$ cat src/rtl/ps2_led_command_sequencer.sv
// Tracks the Caps/Num/Scroll lock state and pushes it to the keyboard with the
// two-byte "Set LEDs" command (0xED, LED byte), handling ACK, Resend, timeout and 0xAA re-sync.
module ps2_led_command_sequencer #(
    parameter int ACK_TIMEOUT = 1000000,
    parameter int TO_W        = 20,
    parameter int MAX_RETRY   = 3
) (
    input  logic       clk,
    input  logic       reset,
    input  logic       keycode_ready,
    input  logic [7:0] keycode,
    input  logic       ext,
    input  logic       make,
    input  logic [7:0] ps2_rx_data,
    input  logic       ps2_rx_en,
    input  logic       ps2_cmd_sent,
    input  logic       ps2_cmd_error,
    output logic       ps2_send_cmd,
    output logic [7:0] ps2_cmd_byte,
    output logic [2:0] led_state,
    output logic       busy,
    output logic       error
);

    localparam logic [2:0] S_IDLE          = 3'd0;
    localparam logic [2:0] S_SEND_ED       = 3'd1;
    localparam logic [2:0] S_WAIT_ED_SENT  = 3'd2;
    localparam logic [2:0] S_WAIT_ED_ACK   = 3'd3;
    localparam logic [2:0] S_SEND_LED      = 3'd4;
    localparam logic [2:0] S_WAIT_LED_SENT = 3'd5;
    localparam logic [2:0] S_WAIT_LED_ACK  = 3'd6;

    localparam logic [7:0] CODE_CAPS   = 8'h58;
    localparam logic [7:0] CODE_NUM    = 8'h77;
    localparam logic [7:0] CODE_SCROLL = 8'h7E;
    localparam logic [7:0] CMD_SET_LED = 8'hED;
    localparam logic [7:0] RX_ACK      = 8'hFA;
    localparam logic [7:0] RX_RESEND   = 8'hFE;
    localparam logic [7:0] RX_BAT_OK   = 8'hAA;

    localparam int                 RETRY_W   = (MAX_RETRY < 1) ? 1 : $clog2(MAX_RETRY + 1);
    localparam logic [RETRY_W-1:0] RETRY_MAX = RETRY_W'(MAX_RETRY);
    localparam logic [TO_W-1:0]    TO_LAST   = TO_W'(ACK_TIMEOUT - 1);

    logic [2:0]         state_q,   state_d;
    logic [2:0]         led_q,     led_d;
    logic [2:0]         held_q,    held_d;
    logic               pending_q, pending_d;
    logic [RETRY_W-1:0] retry_q,   retry_d;
    logic [TO_W-1:0]    cnt_q,     cnt_d;
    logic [7:0]         byte_q,    byte_d;
    logic               send_q,    send_d;
    logic               error_q,   error_d;

    logic [2:0] key_sel;
    logic       toggle_req;
    logic       bat_req;
    logic       launch;
    logic       retry_evt;
    logic       fail;
    logic       in_led_byte;

    // One-hot {caps, num, scroll} select for a non-extended lock key event.
    always_comb begin
        key_sel = 3'b000;
        if (keycode_ready && !ext) begin
            case (keycode)
                CODE_CAPS:   key_sel = 3'b100;
                CODE_NUM:    key_sel = 3'b010;
                CODE_SCROLL: key_sel = 3'b001;
                default:     key_sel = 3'b000;
            endcase
        end
    end

    always_comb begin
        led_d      = led_q;
        held_d     = held_q;
        toggle_req = 1'b0;
        if (key_sel != 3'b000) begin
            if (make) begin
                // Typematic repeats arrive as further makes while held; only the first toggles.
                if ((held_q & key_sel) == 3'b000) begin
                    led_d      = led_q ^ key_sel;
                    toggle_req = 1'b1;
                end
                held_d = held_q | key_sel;
            end else begin
                held_d = held_q & ~key_sel;
            end
        end
    end

    assign in_led_byte = (state_q == S_WAIT_LED_SENT) || (state_q == S_WAIT_LED_ACK);

    always_comb begin
        state_d   = state_q;
        retry_d   = retry_q;
        cnt_d     = cnt_q;
        byte_d    = byte_q;
        error_d   = error_q;
        launch    = 1'b0;
        bat_req   = 1'b0;
        retry_evt = 1'b0;
        fail      = 1'b0;

        case (state_q)
            S_IDLE: begin
                if (ps2_rx_en && ps2_rx_data == RX_BAT_OK) begin
                    bat_req = 1'b1;
                end
                if (pending_q) begin
                    launch  = 1'b1;
                    error_d = 1'b0;
                    retry_d = '0;
                    byte_d  = CMD_SET_LED;
                    state_d = S_SEND_ED;
                end
            end
            S_SEND_ED:  state_d = S_WAIT_ED_SENT;
            S_SEND_LED: state_d = S_WAIT_LED_SENT;
            S_WAIT_ED_SENT, S_WAIT_LED_SENT: begin
                if (ps2_cmd_sent) begin
                    cnt_d   = '0;
                    state_d = in_led_byte ? S_WAIT_LED_ACK : S_WAIT_ED_ACK;
                end else if (ps2_cmd_error) begin
                    retry_evt = 1'b1;
                end
            end
            S_WAIT_ED_ACK, S_WAIT_LED_ACK: begin
                cnt_d = cnt_q + 1'b1;
                // A response byte landing on the expiry cycle wins over the timeout.
                if (ps2_rx_en && ps2_rx_data == RX_ACK) begin
                    if (in_led_byte) begin
                        state_d = S_IDLE;
                    end else begin
                        retry_d = '0;
                        byte_d  = {5'b00000, led_q};
                        state_d = S_SEND_LED;
                    end
                end else if (ps2_rx_en && ps2_rx_data == RX_RESEND) begin
                    retry_evt = 1'b1;
                end else if (cnt_q == TO_LAST) begin
                    fail = 1'b1;
                end
            end
            default: state_d = S_IDLE;
        endcase

        if (retry_evt) begin
            if (retry_q < RETRY_MAX) begin
                retry_d = retry_q + 1'b1;
                state_d = in_led_byte ? S_SEND_LED : S_SEND_ED;
            end else begin
                fail = 1'b1;
            end
        end

        // Failure keeps led_state and any pending request so a later event retries.
        if (fail) begin
            error_d = 1'b1;
            state_d = S_IDLE;
        end
    end

    assign pending_d = toggle_req | bat_req | (pending_q & ~launch);
    assign send_d    = (state_d == S_SEND_ED) || (state_d == S_SEND_LED);

    always_ff @(posedge clk) begin
        if (reset) begin
            state_q   <= S_IDLE;
            led_q     <= 3'b000;
            held_q    <= 3'b000;
            pending_q <= 1'b0;
            retry_q   <= '0;
            cnt_q     <= '0;
            byte_q    <= 8'h00;
            send_q    <= 1'b0;
            error_q   <= 1'b0;
        end else begin
            state_q   <= state_d;
            led_q     <= led_d;
            held_q    <= held_d;
            pending_q <= pending_d;
            retry_q   <= retry_d;
            cnt_q     <= cnt_d;
            byte_q    <= byte_d;
            send_q    <= send_d;
            error_q   <= error_d;
        end
    end

    assign ps2_send_cmd = send_q;
    assign ps2_cmd_byte = byte_q;
    assign led_state    = led_q;
    assign busy         = (state_q != S_IDLE);
    assign error        = error_q;

endmodule

$ cat config.mk
export PLATFORM = sky130hd
export DESIGN_NAME = ps2_led_command_sequencer
export DESIGN_NICKNAME = d
export VERILOG_FILES = /design/src/rtl/ps2_led_command_sequencer.sv
export SDC_FILE = /design/constraint.sdc
export NUM_CORES = 1
export LEC_CHECK = 0
export CORE_ASPECT_RATIO = 0.7
export CORE_UTILIZATION = 52
export DETAILED_ROUTE_END_ITERATION = 8
export PLACE_DENSITY = 0.79
export SLEW_MARGIN = 20
export SYNTH_ARGS = -nofsm -noshare
export SYNTH_HDL_FRONTEND = slang
export SYNTH_SLANG_ARGS = --single-unit
$ cat constraint.sdc
create_clock -name clk -period 2.55 [get_ports clk]
set_clock_uncertainty 0.05 [all_clocks]
set_input_delay 0.255 -clock clk [delete_from_list [all_inputs] [get_ports clk]]
set_output_delay 0.255 -clock clk [all_outputs]
set_load 0.01 [all_outputs]
==> metrics.md <==
| Metric | Value |
|---|---|
| Kind of critical path | `register to register` |
| Max-slew violation count | `0` |
| Buffer cell driving the clock tree root | `clkbuf_8` |
| Power Internal | `854 uW` |
| Clock group share of total power | `0.389` |
| RSZ-0062 raised after global routing | `no` |
| Clock buffers created by TritonCTS | `5` |
| Maximum number of pins on one net before global-route repair | `19` |
| Post-route setup TNS | `0 ns` |
| Mapped Nets | `288` |
| Number of antenna cells inserted | `0` |
| Postcts setup bufs | `0` |
| Cts hold-fix bufs | `0` |
| Number of port buffers | `36` |
| Number of sinks handled by clock tree synthesis | `38` |
| Critical path startpoint | `cnt_q[0]$_SDFFE_PP0P_` |
| Largest stage delay, worst path | `0.42 ns` |
| X dimension of the die | `77.9 um` |
| Switching part of the total | `0.221` |
| Start of the worst register-to-register path | `cnt_q[0]$_SDFFE_PP0P_` |
| Max frequency | `0.448 GHz` |
| Sequential group share of total power | `0.542` |
| Leakage power figure | `0.000971 uW` |
| Wirelength per Cell | `14.0 um` |
| Run status | `completed` |
| Total Nets Final | `324` |
| Core Footprint | `3690 sq um` |
| Clock tree from TritonCTS | `built` |
| Setup Slack @ Placement | `0.310 ns` |
| WL final | `4900 um` |
| Library cell contributing the largest single delay on the critical path | `dfxtp_1` |
| Number of library cell types mapped by synthesis | `54` |
| Total GRT Usage | `0.240` |
| Data required time of the worst path | `2.66 ns` |
| Area enclosed by the die boundary | `4300 sq um` |
| Fraction of registers with async set/reset | `0` |
| Vias after detailed routing | `1970` |
| Insertion delay of the later-clocked pin in the worst-skew pair | `0.29 ns` |
| Router iterations before antenna repair | `4` |
| Maximum capacitance violations | `0` |
| Number of antenna violations at the first check in global routing | `0` |
| Share of post-route cells with drive strength above 1 | `0.0836` |
| Final critical path time including I/O delays and setup | `2.23 ns` |
| Overflow left after global routing | `0` |
| Share of synthesized area occupied by flip-flops and latches | `0.362` |
| Crit path capture type | `register` |
| 1st-iter DRT viols | `185` |
| Crit path buf inv count | `0` |
| Total standard cell area after synthesis | `2100 sq um` |
| DRC | `0` |
| Reported net switching power | `242 uW` |
| Clk buf depth | `2` |
| Synthesis warning total | `0` |
| Initial core utilization | `0.568` |
| Layout Area Growth over Synthesis | `23.5%` |
| Cts repair resizes | `0` |
| Cell family contributing the most delay on the critical path | `simple AND/OR/NAND/NOR gates` |
| Count of mapped cells out of synthesis | `262` |
| Endpoint arrival time on the critical path | `2.35 ns` |
| Power per unit of standard cell area | `423 nW/um^2` |
| Placed wire-length estimate after detailed placement | `3550 um` |
| Antenna viol nets, final | `0` |
| Synth Flop Type | `dfxtp_1` |
| Startpoint types | `register` |
| Number of enable-type register cells in the synthesized netlist | `0` |
| Cell row count | `18` |
| Per-instance average area after synthesis | `8.01 sq um` |
| Class of the tightest hold or removal check | `register to register` |
| FF+latch count, synth | `38` |
| Crit path cell chain | `ha_1 -> or3b_1 -> nor4_2 -> nand4b_1 -> a32o_1 -> a211oi_2 -> nor3_1` |
| Worst-path maximum fanout | `5` |
| Die extent in y | `55.2 um` |
| CTS H-Tree Depth | `2` |
| Combinational power share | `0.069` |
| Worst Hold Launch | `ps2_cmd_byte[1]$_SDFFE_PP0P_` |
| Final count of hold timing violations | `0` |
| Num ports | `38` |
| Number of global-route vias before repair | `1619` |
| Maximum vdd drop | `0.338 mV` |
| Final worst-path setup slack | `0.319 ns` |
| Filler Cell Count | `314` |
| Clock transition at path regs | `0.08 ns` |
| Via/cell ratio | `5.64` |
| Wire length of the first global-routing pass | `7800 um` |
| Part of the cycle the worst path needs | `0.875` |
| Number of failing setup endpoints in the final timing report | `0` |
| Placer congestion estimate | `0.952` |
-- power by group through the flow --
stage          sequential [uW]  combinational (uW)  clock, uW
3_3_place_gp               608                73.4          0
2_1_floorplan              607                28.1          0
3_5_place_dp               608                74.6          0
4_1_cts                    594                75.2        434
5_1_grt                    594                81.1        468
6_report                   594                75.8        426
-- registers in the layout, indices dropped and copies added, names as in the netlist, named ones only --
| name | cells |
|---|---|
| pending_q | 1 |
| retry_q | 2 |
| led_state | 3 |
| cnt_q | 20 |
| ps2_send_cmd | 1 |
| ps2_cmd_byte | 4 |
| state_q | 3 |
| error | 1 |
-- cell usage after synthesis, types with 2 or more instances --
cell type	n	area [sq um]
a21oi_1	17	85.1
ha_1	2	25.0
nand4_1	6	37.5
dfxtp_1	38	761
a211oi_1	3	22.5
mux2i_1	4	40.0
nand4b_1	4	35.0
nor3_1	11	55.1
nand2_1	22	82.6
nor2b_1	4	25.0
nand3_1	12	60.1
o211ai_1	2	15.0
buf_4	6	45.0
a32o_1	2	20.0
o21ai_0	11	55.1
or3_1	5	31.3
inv_1	5	18.8
nor2_1	36	135
or3b_1	2	17.5
and2_1	4	25.0
clkbuf_1	4	15.0
buf_2	4	20.0
xor2_1	18	158
a21o_1	2	15.0
o21ai_1	2	10.0
buf_1	2	7.51
and3_1	7	43.8
-- through the flow --
step	total power [uW]	instances	hold slack, ns	utilization	area [sq um]
after floorplan	636	262	0.349	-	2100
final	1100	349	0.432	0.702	2590
after global routing	1140	349	0.457	0.702	2590
after detailed placement	682	341	0.413	0.678	2500
after CTS	1100	349	0.429	0.702	2590
after global placement	681	341	0.407	0.678	2500
-- path summary, 6_finish.rpt --
check / end / slack (ns) / depth (start not counted)
worst max-delay path: retry_q[0]$_SDFF_PP0_ / 0.32 / 7
worst min-delay path: ps2_cmd_byte[1]$_SDFFE_PP0P_ / 0.43 / 2
worst max register to register: retry_q[0]$_SDFF_PP0_ / 0.32 / 7
worst min register to register: ps2_cmd_byte[1]$_SDFFE_PP0P_ / 0.43 / 2
-- layout make-up --
class	count	area [sq um]	area share
Clock inverter	1	5.00	0.00193
Clock buffer	7	86.3	0.0333
Sequential cell	38	761	0.293
Timing Repair Buffer	45	428	0.165
Multi-Input combinational cell	202	1230	0.474
Tap cell	50	62.6	0.0241
Inverter	6	22.5	0.00868
-- routing by layer --
layer,part of all wire,vias to the layer above,track usage
li1,-,993,-
met1,0.53,901,0.362
met2,0.39,70,0.332
met3,0.073,6,0.0574
met4,0.0071,0,0.0741
met5,0,-,0
-- worst reg2reg max path, stage by stage (launching register included) --
cell and delay [ns]:
dfxtp_1 0.42, ha_1 0.19, or3b_1 0.36, nor4_2 0.28, nand4b_1 0.22, a32o_1 0.29, a211oi_2 0.23, nor3_1 0.08
-- kinds of logic after synthesis --
family	share of synthesized area
flip-flops	0.362
buffers and inverters	0.0524
adder cells (fa/ha/maj)	0.0119
XOR/XNOR	0.0793
AO/OA/AOI/OAI	0.162
AND/OR/NAND/NOR	0.312
other	0.00179
multiplexers	0.0191
-- cells in the final DEF, fill, tap and decap left out, drive strengths merged, types with 2 or more instances in the layout --
cell,n
buf,9
nand4,7
clkdlybuf4s50,36
nor2b,4
a211oi,4
a32o,2
inv,6
or3b,2
nor2,36
xor2,18
nor4,2
o21ai,13
nand4b,4
nand2,22
mux2i,4
and2,4
ha,2
a21oi,18
or3,6
nor3,11
o211ai,2
nand3,12
a21o,2
dfxtp,38
clkbuf,7
and3,8
Power figures use the tool's default switching activity.
